**config.mk**
```make
export PLATFORM = sky130hd
export DESIGN_NAME = fetch_stage
export DESIGN_NICKNAME = d
export VERILOG_FILES = /design/src/rtl/cpu_pkg.sv /design/src/rtl/if_buffer.sv /design/src/rtl/fetch_stage.sv
export SDC_FILE = /design/constraint.sdc
export NUM_CORES = 1
export LEC_CHECK = 0
export CAP_MARGIN = 20
export CORE_MARGIN = 2
export CORE_UTILIZATION = 55
export CTS_CLUSTER_SIZE = 14
export DETAILED_ROUTE_END_ITERATION = 6
export DONT_BUFFER_PORTS = 1
export GPL_ROUTABILITY_DRIVEN = 0
export PLACE_DENSITY = 0.75
export RECOVER_POWER = 25
export SYNTH_ARGS = -nofsm -noshare
export SYNTH_HDL_FRONTEND = slang
export SYNTH_SLANG_ARGS = --single-unit
export TNS_END_PERCENT = 5
```
**constraint.sdc**
```tcl
create_clock -name clk -period 2.03 [get_ports clk]
set_input_delay 0.3045 -clock clk [delete_from_list [all_inputs] [get_ports clk]]
set_output_delay 0.3045 -clock clk [all_outputs]
set_load 0.01 [all_outputs]
```
**src/rtl/cpu_pkg.sv**
```systemverilog
// Shared CPU definitions: instruction width, fetch FSM states,
// the halt opcode and the fetch-to-decode bundle.
package cpu_pkg;

    localparam int ILEN = 16;
    localparam logic [3:0] HLT_OPCODE = 4'hF;

    typedef enum logic [1:0] {
        FETCH  = 2'd0,
        WAIT   = 2'd1,
        DROP   = 2'd2,
        HALTED = 2'd3
    } fetch_state_t;

    typedef struct packed {
        logic [ILEN-1:0] instr;
        logic [15:0]     pc;
        logic [15:0]     pc_plus2;
    } if_id_t;

endpackage

```
**src/rtl/if_buffer.sv**
```systemverilog
// One-entry fetch output register with valid/ready hand-off,
// load from the fetch FSM and flush on redirect.
module if_buffer
    import cpu_pkg::*;
(
    input  logic   clk,
    input  logic   rst,
    input  logic   load,
    input  logic   flush,
    input  logic   ready,
    input  if_id_t payload,
    output logic   valid,
    output if_id_t entry
);

    always_ff @(posedge clk) begin
        if (rst) begin
            valid <= 1'b0;
            entry <= '0;
        end else begin
            if (flush)
                valid <= 1'b0;
            else if (load)
                valid <= 1'b1;
            else if (ready)
                valid <= 1'b0;
            if (load)
                entry <= payload;
        end
    end

endmodule

```
**src/rtl/fetch_stage.sv**
```systemverilog
// Instruction fetch: PC register, single-outstanding request FSM,
// redirect/halt handling, feeding decode through if_buffer.
module fetch_stage #(
    parameter logic [15:0] RESET_PC   = 16'h0000,
    parameter logic [3:0]  HLT_OPCODE = cpu_pkg::HLT_OPCODE
) (
    input  logic        clk,
    input  logic        rst,
    output logic        imem_req,
    output logic [15:0] imem_addr,
    input  logic        imem_rvalid,
    input  logic [15:0] imem_rdata,
    output logic        if_valid,
    output logic [15:0] if_instr,
    output logic [15:0] if_pc,
    output logic [15:0] if_pc_plus2,
    input  logic        id_ready,
    input  logic        redirect,
    input  logic [15:0] redirect_pc,
    output logic        halted
);
    import cpu_pkg::*;

    fetch_state_t state;
    fetch_state_t state_next;
    logic [15:0]  pc;
    logic         issue;
    logic         take;
    if_id_t       payload;
    if_id_t       entry;

    assign issue = !rst && (state == FETCH) && !redirect
                 && (!if_valid || id_ready);
    assign take  = (state == WAIT) && imem_rvalid && !redirect;

    always_ff @(posedge clk) begin
        if (rst)
            state <= FETCH;
        else
            state <= state_next;
    end

    always_comb begin
        state_next = state;
        unique case (state)
            FETCH:  if (issue) state_next = WAIT;
            WAIT: begin
                if (imem_rvalid)
                    state_next = (imem_rdata[15:12] == HLT_OPCODE)
                               ? HALTED : FETCH;
            end
            DROP:   if (imem_rvalid) state_next = FETCH;
            HALTED: state_next = HALTED;
            default: state_next = FETCH;
        endcase
        // A response still in flight must drain before the next request
        if (redirect)
            state_next = ((state == WAIT || state == DROP) && !imem_rvalid)
                       ? DROP : FETCH;
    end

    always_comb begin
        imem_req  = issue;
        imem_addr = pc;
        halted    = (state == HALTED);
    end

    always_ff @(posedge clk) begin
        if (rst)
            pc <= RESET_PC;
        else if (redirect)
            pc <= redirect_pc;
        else if (take)
            pc <= pc + 16'd2;
    end

    assign payload = '{instr: imem_rdata, pc: pc, pc_plus2: pc + 16'd2};

    if_buffer u_buf (
        .clk     (clk),
        .rst     (rst),
        .load    (take),
        .flush   (redirect),
        .ready   (id_ready),
        .payload (payload),
        .valid   (if_valid),
        .entry   (entry)
    );

    assign if_instr    = entry.instr;
    assign if_pc       = entry.pc;
    assign if_pc_plus2 = entry.pc_plus2;

endmodule

```
### Word level (Yosys, flattened, before mapping)

Cells that the tools add are included.

* register bits after elaboration: 67
* logic and storage cells: 42
* input bits: 37
* output and inout bits: 67

* $add $sub $neg: 1
* equality and inequality tests: 7
* reduce and logical (&&, ||, !) cells: 17
* muxes and demuxes: 11

Operators by type and width (number)
* $mux 16: 2
* $add 16x2->16 const B: 1
* $mux 2: 6
* $ne 3x3->1 const B: 3
* $pmux 2 s4: 1
* $logic_and 1x1->1: 6
* $eq 2x2->1 const B: 2
* $eq 4x4->1 const B: 1
* $logic_not 1->1: 4
* $reduce_bool 2->1: 2
* $reduce_and 3->1: 1
* $eq 2x1->1 const B: 1
* $logic_not 2->1: 1
* $logic_or 1x1->1: 2
* $mux 1: 2
* $reduce_or 2->1: 1

### Logic depth before layout (Yosys ltp)

* depth after elaboration: 7
* mapped depth: 8
* gate-level depth less buffers: 6

### Hierarchy

A second synthesis with hierarchy kept.

* cells, all modules: 344
* area, all modules: 3236.9 µm²

Modules (own cells, without submodules)
* if_buffer: instances 1, area an instance 1749.2 µm², cells an instance 159, seq. area each 980.9 µm²
* fetch_stage: instances 1, area an instance 1487.7 µm², cells an instance 185, seq. area each 360.3 µm²

### Worst setup path after synthesis

No wires, ideal clock.

* kind: reg2reg
* start point: reg state[1]
* end point: reg pc[10] (netlist: imem_addr[10])
* clock period less this slack: 1.640 ns
* arrival time: 1.526 ns
* path buffers: 1
* stages on the path, launching flop included: 8
* slack: 0.390 ns
* data required time: 1.915 ns
* setup time: 0.115 ns
* cell sequence: dfxtp_1 inv_1 ha_1 nand2_1 buf_2 nor4_1 xor2_1 o21a_1

* longest elaborated chain between the ends: 4

RTL lines
* from (decl): line fetch_stage.sv:24 `fetch_state_t state;`
* from (signal assigned): line fetch_stage.sv:40 `state <= state_next;`
* $eq 2x1->1: line fetch_stage.sv:34 `assign take = (state == WAIT) && imem_rvalid && !redirect;`
* $logic_and 1x1->1 (2 in a row): line fetch_stage.sv:34
* $reduce_bool 2->1 (no source line)
* to (signal assigned): line fetch_stage.sv:72 `pc <= redirect_pc;`
* to (signal assigned): line fetch_stage.sv:74 `pc <= pc + 16'd2;`
* to (decl): line fetch_stage.sv:26 `logic [15:0] pc;`

No other way between the ends.
A chain may end at the register's enable or synchronous reset.

### Worst setup path in the final report

* start point: reg state[1]
* end point: reg pc[15] (netlist: imem_addr[15])

Same word-level chain as after synthesis.

==> impl_metrics.py <==
metrics = {
    "run_status": {
        "status": "finished, final reports clean",
    },
    "cts": {
        "clk_latency_ns": 0.34,
        "cts.sinks": 66,
        "htree_levels": 3,
        "cts_buffers": 9,
        "cts_setup_buffers": 0,
        "clkTransAtPathRegs_ns": 0.08,
        "cts_root_buf": "clkbuf_8",
        "clk_path_buf_depth": 2,
        "cts_tree": "done",
    },
    "timing": {
        "fin_crit_sh_pct": 92.2,
        "worst_pin_slew_ns": 0.525,
        "max_slew_margin_pct": 64.9,
        "timing.hold.ws_ns": 0.0249,
        "fin_crit_ns": 1.87,
        "rsz0062_at_grt": "false",
        "final_hold_viol_count": 0,
        "fin_setup_tns_ns": 0,
        "setup_viol": 0,
        "max_freq_mhz": 534,
        "final_max_slew_viol_count": 0,
        "finClkSkew_ns": 0.00733,
    },
    "yosys": {
        "synth-compound-area-share_pct": 16.1,
        "seq_area_frac_synth_pct": 41.9,
        "synth-xor-area-share_pct": 4.72,
        "ys_ff_latch": 66,
        "yosys.area_share.simple_pct": 23.8,
        "synth_top_family_by_area": "simple AND/OR/NAND/NOR gates",
        "async_flop_share_pct": 0,
        "synthAdderAreaFrac_pct": 2.38,
        "synth_edf_count": 0,
        "synth_cell_types": 44,
        "avgSynthCellArea_um2": 8.16,
        "muxShareOfSynthArea_pct": 1.63,
        "syn-num-nets": 430,
        "syn_area_mm2": 0.00316,
        "ys.flop_type": "dfxtp_1",
        "synthCells": 387,
        "yosysWarnings": 0,
    },
    "layout": {
        "fin_nets": 408,
        "seqCellArea_mm2": 0.00132,
        "multi_input_area_mm2": 0.00155,
        "area_growth_pct": 5.87,
        "fillCellCount": 517,
        "antenna_cells": 0,
        "drive_above_1_share_pct": 13.5,
    },
    "floorplan": {
        "boundaryPins": 104,
        "rows": 27,
        "die_h_um": 79.8,
        "die_width_um": 79.8,
        "die_area_mm2": 0.00636,
        "core-area_mm2": 0.00554,
        "start_util_pct": 57.0,
    },
    "critical_path": {
        "worstSetupEndpoint": "imem_addr[15]",
        "required_ns": 2.26,
        "crit_path_start": "state[1]",
        "start_kind": "flop",
        "worstReg2RegEnd": "imem_addr[15]",
        "cp_max_fo": 7,
        "crit_path_end_kind": "flop",
        "worstSetupPathType": "reg -> reg",
        "r2r-start": "state[1]",
        "rr_worst_depth": 6,
        "arrival_ns": 2.10,
        "rrSetupSlack_ns": 0.16,
    },
    "drt": {
        "first_pass_iters": 4,
        "drt_iter0_drc": 206,
        "vias_per_cell": 5.73,
        "via_count": 2534,
        "totalWireLength_um": 7570,
        "ant_nets": 0,
        "drcViolationCount": 0,
        "wl_per_cell_um": 17.1,
    },
    "placement": {
        "dpl.hpwl_um": 5310,
        "numPortBuffers": 0,
    },
    "grt": {
        "grt_pass1_wl_um": 12100,
        "grt_usage_pct": 24.9,
        "antenna_found_initial": 0,
        "grt_max_degree": 68,
        "grt_pass1_vias": 2405,
        "grt_overflow": 0,
    },
    "power": {
        "ir_drop_mv": 0.490,
        "power.leakage_nw": 1.15,
        "power.density_mw_per_mm2": 839,
        "power_w": 0.00280,
    },
    "flow_run": {
        "drv_cap": 0,
    },
    "min_path": {
        "worstHoldPathType": "in -> reg",
        "whs_path_depth": 1,
    },
}
-- final cells by class --
type                            instances  share of cell area [%]
Clock buffer                           10                    4.12
Clock inverter                          6                    2.66
Inverter                               11                    1.24
Multi-Input combinational cell        263                    46.2
Sequential cell                        66                    39.5
Tap cell                               72                    2.70
Timing Repair Buffer                   14                    3.52
-- cells in the mapped netlist, types with 3 or more instances --
cell type   n  share of area, %
a211oi_1    7               1.7
a211oi_2    3               1.2
a21o_1      3              0.71
a21oi_1    46               7.3
and3_1      3              0.59
buf_1       3              0.36
buf_2      15               2.4
buf_4      17               4.0
clkbuf_1   12               1.4
dfxtp_1    66                42
ha_1        6               2.4
inv_1      11               1.3
mux2i_1     4               1.3
nand2_1    75               8.9
nand3_1     7               1.1
nand4_1     5              0.99
nor2_1     26               3.1
nor3_1      8               1.3
nor4_1      7               1.4
nor4_2      5               2.0
o21a_1      6               1.4
o21ai_0     5              0.79
or3_1       5              0.99
xnor2_1    10               2.8
xor2_1      7               1.9
-- worst max-delay path, stage by stage (launching register included) --
cell and delay (ns):
dfxtp_1 0.35, inv_1 0.12, ha_2 0.27, nand4_2 0.20
nor4_2 0.39, nor3_1 0.11, a2111oi_1 0.32
-- state kept, by name, indices dropped and copies added (netlist names) --
| name | flops |
|---|---|
| imem_addr | 16 |
| state | 2 |
| u_buf.entry | 47 |
| u_buf.valid | 1 |
-- timing repair --
action	4_1_cts	5_1_grt
hold buffers	0	0
setup endpoints to repair	0	1
resized for setup	0	1
-- how the worst min path moves through the flow --
stage	start	end	slack (ns)
2_1_floorplan	imem_rdata[0]	u_buf.entry[32]	0.44
3_3_place_gp	rst	u_buf.entry[12]	0.38
3_5_place_dp	rst	u_buf.entry[13]	0.38
4_1_cts	rst	imem_addr[5]	0.006
5_1_grt	rst	imem_addr[5]	0.006
6_report	rst	imem_addr[5]	0.02
-- stage by stage --
step	area, µm²	utilization, %	cells	setup WS (ns)
after floorplan	3160	-	387	0.390
after global placement	3110	56.2	426	0.314
after detailed placement	3110	56.2	426	0.155
after CTS	3340	60.3	442	0.126
after global routing	3340	60.3	442	0.0250
final	3340	60.3	442	0.159
-- layer usage --
layer	up-vias	routed length, µm	global-route usage, %
li1	1259	-	-
met3	8	789	9.39
met5	-	0	0
met1	1145	3170	31.4
met4	0	65	10.3
met2	122	3540	38.2
-- kinds of logic (layout without fill, tap and decap cells) --
logic type | after synthesis | count (layout)
DFF | 66 | 66
and+or+nand+nor | 154 | 154
xor gates and xnor gates | 17 | 17
adders and majority gates | 6 | 6
muxes | 5 | 5
AOI/OAI and AO/OA | 81 | 81
buffers and inverters | 58 | 41
-- report_power, final --
group | internal [W] | leakage, nW | switching [W]
clock network | 0.000727 | 0.109 | 0.000521
logic | 0.0000784 | 0.508 | 0.0000942
registers | 0.00133 | 0.536 | 0.0000560
-- cells in the final DEF (no fill, tap or decap), types with 2 or more instances in the layout --
| master | n |
|---|---|
| nand2_1 | 75 |
| dfxtp_1 | 66 |
| a21oi_1 | 46 |
| nor2_1 | 25 |
| buf_4 | 13 |
| inv_1 | 11 |
| xnor2_1 | 10 |
| clkbuf_8 | 10 |
| nor3_1 | 8 |
| nand3_1 | 7 |
| a211oi_1 | 7 |
| nor4_1 | 7 |
| xor2_1 | 7 |
| o21a_1 | 6 |
| nand4_1 | 5 |
| nor4_2 | 5 |
| o21ai_0 | 5 |
| or3_1 | 5 |
| ha_1 | 5 |
| mux2i_1 | 4 |
| and3_1 | 3 |
| a211oi_2 | 3 |
| a21o_1 | 3 |
| nand3b_1 | 2 |
| nand4_2 | 2 |
| o21ai_1 | 2 |
| a311oi_1 | 2 |
| nor2b_1 | 2 |
| or2_2 | 2 |
| clkinvlp_4 | 2 |
| bufinv_16 | 2 |
(Power assumes the default switching activity.)
